**config.mk**
```make
export PLATFORM = sky130hd
export DESIGN_NAME = i2c_peripheral_regs
export DESIGN_NICKNAME = d
export VERILOG_FILES = /design/src/rtl/i2c_peripheral_regs.sv
export SDC_FILE = /design/constraint.sdc
export NUM_CORES = 1
export LEC_CHECK = 0
export BUFFER_PORTS_ARGS = -buffer_cell sky130_fd_sc_hd__buf_2
export CAP_MARGIN = 10
export CORE_MARGIN = 3
export CORE_UTILIZATION = 30
export DETAILED_ROUTE_END_ITERATION = 8
export PLACE_DENSITY = 0.42
export SYNTH_ARGS = -nofsm -noshare
export SYNTH_HDL_FRONTEND = slang
export SYNTH_SLANG_ARGS = --single-unit
```
**constraint.sdc**
```tcl
create_clock -name clk_i -period 4.95 [get_ports clk_i]
set_clock_uncertainty 0.15 [all_clocks]
set_input_delay 0.2475 -clock clk_i [delete_from_list [all_inputs] [get_ports clk_i]]
set_output_delay 0.2475 -clock clk_i [all_outputs]
set_load 0.01 [all_outputs]
```
**src/rtl/i2c_peripheral_regs.sv**
```systemverilog
// Register/buffer block behind the I2C peripheral protocol engine: mailboxes,
// direction FIFOs, engine configuration and a byte-wide host register port.

module i2c_peripheral_regs_fifo #(
  parameter int unsigned DEPTH = 8
) (
  input  logic                     clk,
  input  logic                     rst,
  input  logic                     push,
  input  logic [7:0]               wdata,
  input  logic                     pop,
  output logic [7:0]               head,
  output logic [$clog2(DEPTH):0]   count,
  output logic                     full,
  output logic                     empty,
  output logic                     overflow,
  output logic                     underflow
);
  localparam int unsigned AW = $clog2(DEPTH);
  localparam int unsigned CW = AW + 1;

  logic [7:0]    mem [DEPTH];
  logic [AW-1:0] wr_ptr;
  logic [AW-1:0] rd_ptr;
  logic          do_push;
  logic          do_pop;

  assign empty     = (count == '0);
  assign full      = (count == CW'(DEPTH));
  assign do_pop    = pop && !empty;
  // A pop in the same cycle frees the slot, so a push into a full FIFO still lands.
  assign do_push   = push && (!full || do_pop);
  assign overflow  = push && !do_push;
  assign underflow = pop && empty;
  assign head      = empty ? '0 : mem[rd_ptr];

  always_ff @(posedge clk) begin
    if (do_push) mem[wr_ptr] <= wdata;
  end

  always_ff @(posedge clk) begin
    if (rst) begin
      wr_ptr <= '0;
      rd_ptr <= '0;
      count  <= '0;
    end else begin
      if (do_push) wr_ptr <= wr_ptr + AW'(1);
      if (do_pop)  rd_ptr <= rd_ptr + AW'(1);
      count <= count + CW'(do_push) - CW'(do_pop);
    end
  end
endmodule

module i2c_peripheral_regs #(
  parameter int unsigned FIFO_DEPTH = 8,
  parameter logic [7:0]  ID_VALUE   = 8'hDA
) (
  input  logic       clk_i,
  input  logic       rst_i,
  input  logic [7:0] i2c_reg_addr_i,
  input  logic [7:0] i2c_reg_wdata_i,
  input  logic       i2c_reg_wrenable_i,
  input  logic       i2c_reg_rd_byte_complete_i,
  output logic [7:0] i2c_reg_rddata_o,
  output logic [6:0] i2c_dev_addr_o,
  output logic       i2c_enabled_o,
  output logic [7:0] i2c_debounce_len_o,
  output logic [7:0] i2c_scl_delay_len_o,
  output logic [7:0] i2c_sda_delay_len_o,
  input  logic [7:0] host_addr_i,
  input  logic [7:0] host_wdata_i,
  input  logic       host_we_i,
  input  logic       host_re_i,
  output logic [7:0] host_rdata_o,
  output logic       host_irq_o
);
  localparam int unsigned CW = $clog2(FIFO_DEPTH) + 1;

  localparam logic [7:0] I2C_ID      = 8'h00;
  localparam logic [7:0] I2C_M2H_MB  = 8'h10;
  localparam logic [7:0] I2C_H2M_MB  = 8'h11;
  localparam logic [7:0] I2C_STATUS  = 8'h12;
  localparam logic [7:0] I2C_RX_PUSH = 8'h20;
  localparam logic [7:0] I2C_RX_FREE = 8'h21;
  localparam logic [7:0] I2C_TX_HEAD = 8'h30;
  localparam logic [7:0] I2C_TX_CNT  = 8'h31;

  localparam logic [7:0] H_CTRL     = 8'h00;
  localparam logic [7:0] H_DEV_ADDR = 8'h01;
  localparam logic [7:0] H_DEBOUNCE = 8'h02;
  localparam logic [7:0] H_SCL_DLY  = 8'h03;
  localparam logic [7:0] H_SDA_DLY  = 8'h04;
  localparam logic [7:0] H_MAILBOX  = 8'h10;
  localparam logic [7:0] H_STATUS   = 8'h11;
  localparam logic [7:0] H_FIFO     = 8'h20;
  localparam logic [7:0] H_COUNT    = 8'h21;
  localparam logic [7:0] H_IRQ_MASK = 8'h30;

  logic          m2h_wr, rx_push, h2m_rd, tx_pop;
  logic          host_m2h_rd, host_h2m_wr, host_stat_wr, host_tx_push, host_rx_pop;
  logic [7:0]    m2h_data, h2m_data;
  logic          m2h_full, h2m_full, h2m_empty_evt;
  logic          ovf_flag, udf_flag;
  logic [3:0]    irq_mask;
  logic [7:0]    tx_head, rx_head;
  logic [CW-1:0] tx_count, rx_count;
  logic          tx_full, tx_empty, tx_ovf, tx_udf;
  logic          rx_full, rx_empty, rx_ovf, rx_udf;
  logic [7:0]    status;
  logic [7:0]    host_rdata_next;

  assign m2h_wr       = i2c_reg_wrenable_i && (i2c_reg_addr_i == I2C_M2H_MB);
  assign rx_push      = i2c_reg_wrenable_i && (i2c_reg_addr_i == I2C_RX_PUSH);
  assign h2m_rd       = i2c_reg_rd_byte_complete_i && (i2c_reg_addr_i == I2C_H2M_MB);
  assign tx_pop       = i2c_reg_rd_byte_complete_i && (i2c_reg_addr_i == I2C_TX_HEAD);
  assign host_m2h_rd  = host_re_i && (host_addr_i == H_MAILBOX);
  assign host_h2m_wr  = host_we_i && (host_addr_i == H_MAILBOX);
  assign host_stat_wr = host_we_i && (host_addr_i == H_STATUS);
  assign host_tx_push = host_we_i && (host_addr_i == H_FIFO);
  assign host_rx_pop  = host_re_i && (host_addr_i == H_FIFO);

  // tx = host->I2C (bytes the engine transmits), rx = I2C->host.
  i2c_peripheral_regs_fifo #(.DEPTH(FIFO_DEPTH)) u_tx_fifo (
    .clk       (clk_i),
    .rst       (rst_i),
    .push      (host_tx_push),
    .wdata     (host_wdata_i),
    .pop       (tx_pop),
    .head      (tx_head),
    .count     (tx_count),
    .full      (tx_full),
    .empty     (tx_empty),
    .overflow  (tx_ovf),
    .underflow (tx_udf)
  );

  i2c_peripheral_regs_fifo #(.DEPTH(FIFO_DEPTH)) u_rx_fifo (
    .clk       (clk_i),
    .rst       (rst_i),
    .push      (rx_push),
    .wdata     (i2c_reg_wdata_i),
    .pop       (host_rx_pop),
    .head      (rx_head),
    .count     (rx_count),
    .full      (rx_full),
    .empty     (rx_empty),
    .overflow  (rx_ovf),
    .underflow (rx_udf)
  );

  assign status = {4'b0000, rx_empty, tx_full, h2m_full, m2h_full};

  always_comb begin
    i2c_reg_rddata_o = '0;
    case (i2c_reg_addr_i)
      I2C_ID:      i2c_reg_rddata_o = ID_VALUE;
      I2C_H2M_MB:  i2c_reg_rddata_o = h2m_data;
      I2C_STATUS:  i2c_reg_rddata_o = status;
      I2C_RX_FREE: i2c_reg_rddata_o = 8'(CW'(FIFO_DEPTH) - rx_count);
      I2C_TX_HEAD: i2c_reg_rddata_o = tx_head;
      I2C_TX_CNT:  i2c_reg_rddata_o = 8'(tx_count);
      default:     i2c_reg_rddata_o = '0;
    endcase
  end

  always_comb begin
    host_rdata_next = '0;
    case (host_addr_i)
      H_CTRL:     host_rdata_next = {7'b0, i2c_enabled_o};
      H_DEV_ADDR: host_rdata_next = {1'b0, i2c_dev_addr_o};
      H_DEBOUNCE: host_rdata_next = i2c_debounce_len_o;
      H_SCL_DLY:  host_rdata_next = i2c_scl_delay_len_o;
      H_SDA_DLY:  host_rdata_next = i2c_sda_delay_len_o;
      H_MAILBOX:  host_rdata_next = m2h_data;
      H_STATUS:   host_rdata_next = {2'b00, udf_flag, ovf_flag, status[3:0]};
      H_FIFO:     host_rdata_next = rx_head;
      H_COUNT:    host_rdata_next = {2'b00, 6'(rx_count)};
      H_IRQ_MASK: host_rdata_next = {4'b0000, irq_mask};
      default:    host_rdata_next = '0;
    endcase
  end

  always_ff @(posedge clk_i) begin
    if (rst_i) begin
      i2c_enabled_o       <= 1'b0;
      i2c_dev_addr_o      <= '0;
      i2c_debounce_len_o  <= '0;
      i2c_scl_delay_len_o <= '0;
      i2c_sda_delay_len_o <= '0;
      irq_mask            <= '0;
    end else if (host_we_i) begin
      case (host_addr_i)
        H_CTRL:     i2c_enabled_o       <= host_wdata_i[0];
        H_DEV_ADDR: i2c_dev_addr_o      <= host_wdata_i[6:0];
        H_DEBOUNCE: i2c_debounce_len_o  <= host_wdata_i;
        H_SCL_DLY:  i2c_scl_delay_len_o <= host_wdata_i;
        H_SDA_DLY:  i2c_sda_delay_len_o <= host_wdata_i;
        H_IRQ_MASK: irq_mask            <= host_wdata_i[3:0];
        default:    ;
      endcase
    end
  end

  // Writers take priority over readers on both mailboxes; the reader still sees the old byte.
  always_ff @(posedge clk_i) begin
    if (rst_i) begin
      m2h_data      <= '0;
      m2h_full      <= 1'b0;
      h2m_data      <= '0;
      h2m_full      <= 1'b0;
      h2m_empty_evt <= 1'b0;
    end else begin
      if (m2h_wr) begin
        m2h_data <= i2c_reg_wdata_i;
        m2h_full <= 1'b1;
      end else if (host_m2h_rd) begin
        m2h_full <= 1'b0;
      end
      if (host_h2m_wr) begin
        h2m_data      <= host_wdata_i;
        h2m_full      <= 1'b1;
        h2m_empty_evt <= 1'b0;
      end else if (h2m_rd && h2m_full) begin
        h2m_full      <= 1'b0;
        h2m_empty_evt <= 1'b1;
      end
    end
  end

  // Error flags collect both FIFO directions; a new event wins over a same-cycle clear.
  always_ff @(posedge clk_i) begin
    if (rst_i) begin
      ovf_flag     <= 1'b0;
      udf_flag     <= 1'b0;
      host_rdata_o <= '0;
      host_irq_o   <= 1'b0;
    end else begin
      ovf_flag <= (ovf_flag & ~(host_stat_wr & host_wdata_i[4])) | tx_ovf | rx_ovf;
      udf_flag <= (udf_flag & ~(host_stat_wr & host_wdata_i[5])) | tx_udf | rx_udf;
      if (host_re_i) host_rdata_o <= host_rdata_next;
      host_irq_o <= |(irq_mask & {ovf_flag | udf_flag, h2m_empty_evt, ~rx_empty, m2h_full});
    end
  end

  logic unused;
  assign unused = rx_full ^ tx_empty;
endmodule

```
==> impl_table.tex <==
\begin{tabular}{lr}
\hline
Metric & Value \\
\hline
\multicolumn{2}{l}{\textbf{Synth}} \\
Top post-synthesis cells by count & sky130\_fd\_sc\_hd\_\_edfxtp\_1 (128), sky130\_fd\_sc\_hd\_\_dfxtp\_1 (92), sky130\_fd\_sc\_hd\_\_nor2\_1 (79) \\
Share of the yosys chip area belonging to registers & 59.8\% \\
Portion of synthesized cell area occupied by the leading cell type & 40.5\% \\
Post-Syn Area & 9500 um2 \\
Async set or reset register ratio after synthesis & 0\% \\
Synthesized netlist cell count & between 700 and 800 \\
Post-Synthesis Mean Instance Area & between 10 and 15 um2 \\
Cell types with the largest area share after synthesis & sky130\_fd\_sc\_hd\_\_edfxtp\_1 (40\%), sky130\_fd\_sc\_hd\_\_dfxtp\_1 (19\%), sky130\_fd\_sc\_hd\_\_mux4\_2 (7.6\%) \\
Flip-flop and latch count after synthesis & between 200 and 250 \\
Most frequently used cell type in the post-synthesis netlist & sky130\_fd\_sc\_hd\_\_edfxtp\_1 \\
Count of distinct cell types in the synthesized netlist & 59 \\
Syn Nets & $\sim$800 \\
Yosys warns & 0 \\
Count of flip-flops with a built-in enable after synthesis & $\sim$130 \\
Cell taking the most area after synthesis & sky130\_fd\_sc\_hd\_\_edfxtp\_1 \\
Main flop type after synthesis & sky130\_fd\_sc\_hd\_\_edfxtp\_1 \\
\multicolumn{2}{l}{\textbf{Flow run}} \\
Total of max-cap violations & 0 \\
\multicolumn{2}{l}{\textbf{STA}} \\
Slew Viols, Final & 0 \\
Hold Worst Slack & roughly 0.017 ns \\
Min cycle time layout & around 3.2 ns \\
Portion of the clock cycle consumed by the worst path in the final layout & 63.7\% \\
Relative slew margins & between 10\% and 20\% \\
Highest achievable clock rate & about 320 MHz \\
Final Hold Vio Count & 0 \\
Final worst-path setup slack & roughly 1.8 ns \\
Setup total negative slack & 0 ns \\
Slew at the pin closest to its max-slew limit & approximately 1.2 ns \\
Setup repair after global routing missed its margin & no \\
Final count of negative-setup-slack endpoints & 0 \\
\multicolumn{2}{l}{\textbf{Route}} \\
Post-route ant nets & 0 \\
Top layer in use & met4 \\
WL final & $\sim$26000 um \\
Met2 layer wire length in the routed design & about 11000 um \\
Number of vias in the routed layout & between 6000 and 7000 \\
Via/cell ratio & roughly 5 \\
First-pass iteration count of the detailed router & 5 \\
Total DRC errors in the routed layout & 0 \\
Routed wire per std cell & roughly 21 um \\
Wire length the detailed router placed on met1 & between 10000 and 15000 um \\
Met3 layer wire length in the routed design & around 1400 um \\
Iter 0 DRT Violations & 559 \\
\multicolumn{2}{l}{\textbf{Finish}} \\
Count of fill cells added during filler insertion & around 3000 \\
Sequential cell area & 5690 um2 \\
Finished Core Util & about 37\% \\
Layout overhead on the synthesized area & 20.3\% \\
Area of combinational cells with multiple inputs & roughly 3600 um2 \\
Share of final-layout standard cells stronger than drive strength 1 & between 20 and 25\% \\
Fin nets & 888 \\
Number of diodes added for antenna fixing & 0 \\
\multicolumn{2}{l}{\textbf{Global routing}} \\
Global-route wire length before repair & about 39000 um \\
Pin count of the biggest net entering global routing & 83 \\
Number of global-route vias before repair & between 6000 and 7000 \\
Antenna violations before repair & 0 \\
GR Overflow Total & 0 \\
Overall routing resource usage & 15.2\% \\
\multicolumn{2}{l}{\textbf{Setup path}} \\
Launching instance or port of the critical path & u\_tx\_fifo.count[2] \\
Crit start category & register \\
WP data required & 4.92 ns \\
Largest fanout of any net on the critical path & 8 \\
Kind of critical path & register to register \\
Worst endpoint data arrival time & 3.12 ns \\
Type of destination of the critical path & register \\
FF-to-FF Start & u\_tx\_fifo.count[2] \\
\multicolumn{2}{l}{\textbf{Clock tree}} \\
Post CTS Setup Buffer Count & 0 \\
Sinks on Clock Net & 220 \\
Maximum number of buffers from clock root to sink & 3 \\
Clock-pin slew on the worst setup and hold paths & $\sim$0.060 ns \\
Count of H-tree levels built during CTS & 1 \\
Cts hold-fix bufs & 17 \\
Number of gates resized after cts & 0 \\
Clock buffers created by TritonCTS & 25 \\
Clock insertion delay at the later pin of the skew report & a little over 0.5 ns \\
Library cell used as clock root buffer & sky130\_fd\_sc\_hd\_\_clkbuf\_16 \\
Clock tree from TritonCTS & built \\
\multicolumn{2}{l}{\textbf{Run status}} \\
Run status & finished, final reports clean \\
\multicolumn{2}{l}{\textbf{Min path}} \\
Hold\_sp & host\_wdata\_i[1] \\
Worst hold path type & primary input to register \\
\multicolumn{2}{l}{\textbf{Die}} \\
Height of the chip & between 150 and 200 um \\
I/O pins & 87 \\
Floorplan row count & between 60 and 70 \\
Area of the core & a little over 30000 um2 \\
Die area & around 34000 um2 \\
Initial cell density of the core & 30.7\% \\
Die boundary width & around 180 um \\
\multicolumn{2}{l}{\textbf{Placed design}} \\
Global placement routability congestion & between 0.8 and 0.9 \\
Post-detail-place hpwl & around 19000 um \\
Post-Place Worst Slack & around 1.4 ns \\
Count of input and output buffers & between 80 and 90 \\
\multicolumn{2}{l}{\textbf{Pwr}} \\
Cell area power density & around 360 nW/um2 \\
Highest ir drop seen on vdd & 194 uV \\
Leakage power & between 0.004 and 0.005 uW \\
\hline
\end{tabular}
[layout make-up]
cell class / instances / area share [%]
sequential: 220 / 49.7
multi-input combinational: 452 / 31.2
clock buffer: 29 / 5.78
timing repair buffer: 108 / 5.74
tap: 396 / 4.33
clock inverter: 16 / 2.48
inverter: 23 / 0.755
[registers in the layout, summed over array words and instances, names as in the netlist, 4 cells and up, named ones only]
register and flops:
h2m_data 8, host_rdata_o 8, i2c_debounce_len_o 8, i2c_dev_addr_o 7, i2c_scl_delay_len_o 8, i2c_sda_delay_len_o 8
irq_mask 4, m2h_data 8, u_rx_fifo.count 4, u_rx_fifo.mem 64, u_tx_fifo.count 4, u_tx_fifo.mem 64
[per-stage QoR]
step                      cell area (um2)  total power (uW)  instances
final                               11400              4160       1244
after global routing                11400              4290       1244
after CTS                           11400              4200       1240
after detailed placement            10300              2070       1178
after global placement              10300              2070       1178
after floorplan                      9500              2020        732
[metal layers]
layer	vias up	global-route usage [%]
li1	2924	-
met3	35	2.63
met4	0	3.96
met2	193	23.1
met1	3164	22.4
met5	-	0
[power breakdown]
group | switching, uW | internal (uW)
logic | 77.8 | 32.9
registers | 0.825 | 1930
clock network | 742 | 1370
total | 820 | 3340
[cells by family (layout without fill, tap and decap cells)]
logic type / Yosys count / count (layout) / share of synthesized area, %
xor gates and xnor gates: 10 / 10 / 0.922
muxes: 101 / 101 / 14.9
and+or+nand+nor: 224 / 224 / 12.0
DFF: 220 / 220 / 59.8
buffers and inverters: 60 / 176 / 2.66
adders and majority gates: 20 / 20 / 2.79
AOI/OAI and AO/OA: 97 / 97 / 6.91
[path summary, 6_finish.rpt]
kind	to	cells past startpoint	slack [ns]
worst max-delay path	u_tx_fifo.mem[0][6]	7	1.80
worst min-delay path	u_tx_fifo.mem[4][1]	1	0.02
worst max register to register	u_tx_fifo.mem[0][6]	7	1.80
worst min register to register	h2m_data[5]	2	0.32
[layout by cell type (no fill, tap or decap), types with 3 or more instances in the layout]
cell type                       Yosys  final
sky130_fd_sc_hd__nand3b_1           4      4
sky130_fd_sc_hd__dfxtp_1           92     92
sky130_fd_sc_hd__o211ai_1           3      3
sky130_fd_sc_hd__nor4b_1            3      3
sky130_fd_sc_hd__clkinv_2           0      4
sky130_fd_sc_hd__a22oi_1            6      6
sky130_fd_sc_hd__nor2_1            79     79
sky130_fd_sc_hd__and3_1             3      3
sky130_fd_sc_hd__a211oi_1           3      3
sky130_fd_sc_hd__and2_1             5      5
sky130_fd_sc_hd__nand2_1           54     54
sky130_fd_sc_hd__edfxtp_1         128    128
sky130_fd_sc_hd__bufinv_16          0      8
sky130_fd_sc_hd__nand2b_1           8      8
sky130_fd_sc_hd__inv_1             23     23
sky130_fd_sc_hd__clkbuf_16          0     25
sky130_fd_sc_hd__o22ai_1            4      4
sky130_fd_sc_hd__o21ai_0           10     10
sky130_fd_sc_hd__mux4_2            32     32
sky130_fd_sc_hd__buf_2             16     87
sky130_fd_sc_hd__a21oi_1           40     40
sky130_fd_sc_hd__or3_1              5      5
sky130_fd_sc_hd__mux2i_1           67     67
sky130_fd_sc_hd__nor4_1             3      3
sky130_fd_sc_hd__nor2b_1            5      5
sky130_fd_sc_hd__a31oi_1            3      3
sky130_fd_sc_hd__a221oi_1           4      4
sky130_fd_sc_hd__dlygate4sd3_1      0     17
sky130_fd_sc_hd__ha_1              18     18
sky130_fd_sc_hd__xor2_1             3      3
sky130_fd_sc_hd__a22o_1             5      5
sky130_fd_sc_hd__nand3_1           27     27
sky130_fd_sc_hd__xnor2_1            7      7
sky130_fd_sc_hd__nor3_1            12     12
[critical path: stages, from the launching register on]
cell	delay, ns
sky130_fd_sc_hd__dfxtp_1	0.35
sky130_fd_sc_hd__inv_1	0.09
sky130_fd_sc_hd__ha_1	0.19
sky130_fd_sc_hd__or3b_2	0.26
sky130_fd_sc_hd__nand4_2	0.27
sky130_fd_sc_hd__a21oi_4	0.32
sky130_fd_sc_hd__nand2b_1	0.17
sky130_fd_sc_hd__nor3_1	0.96
(Power assumes the default switching activity.)
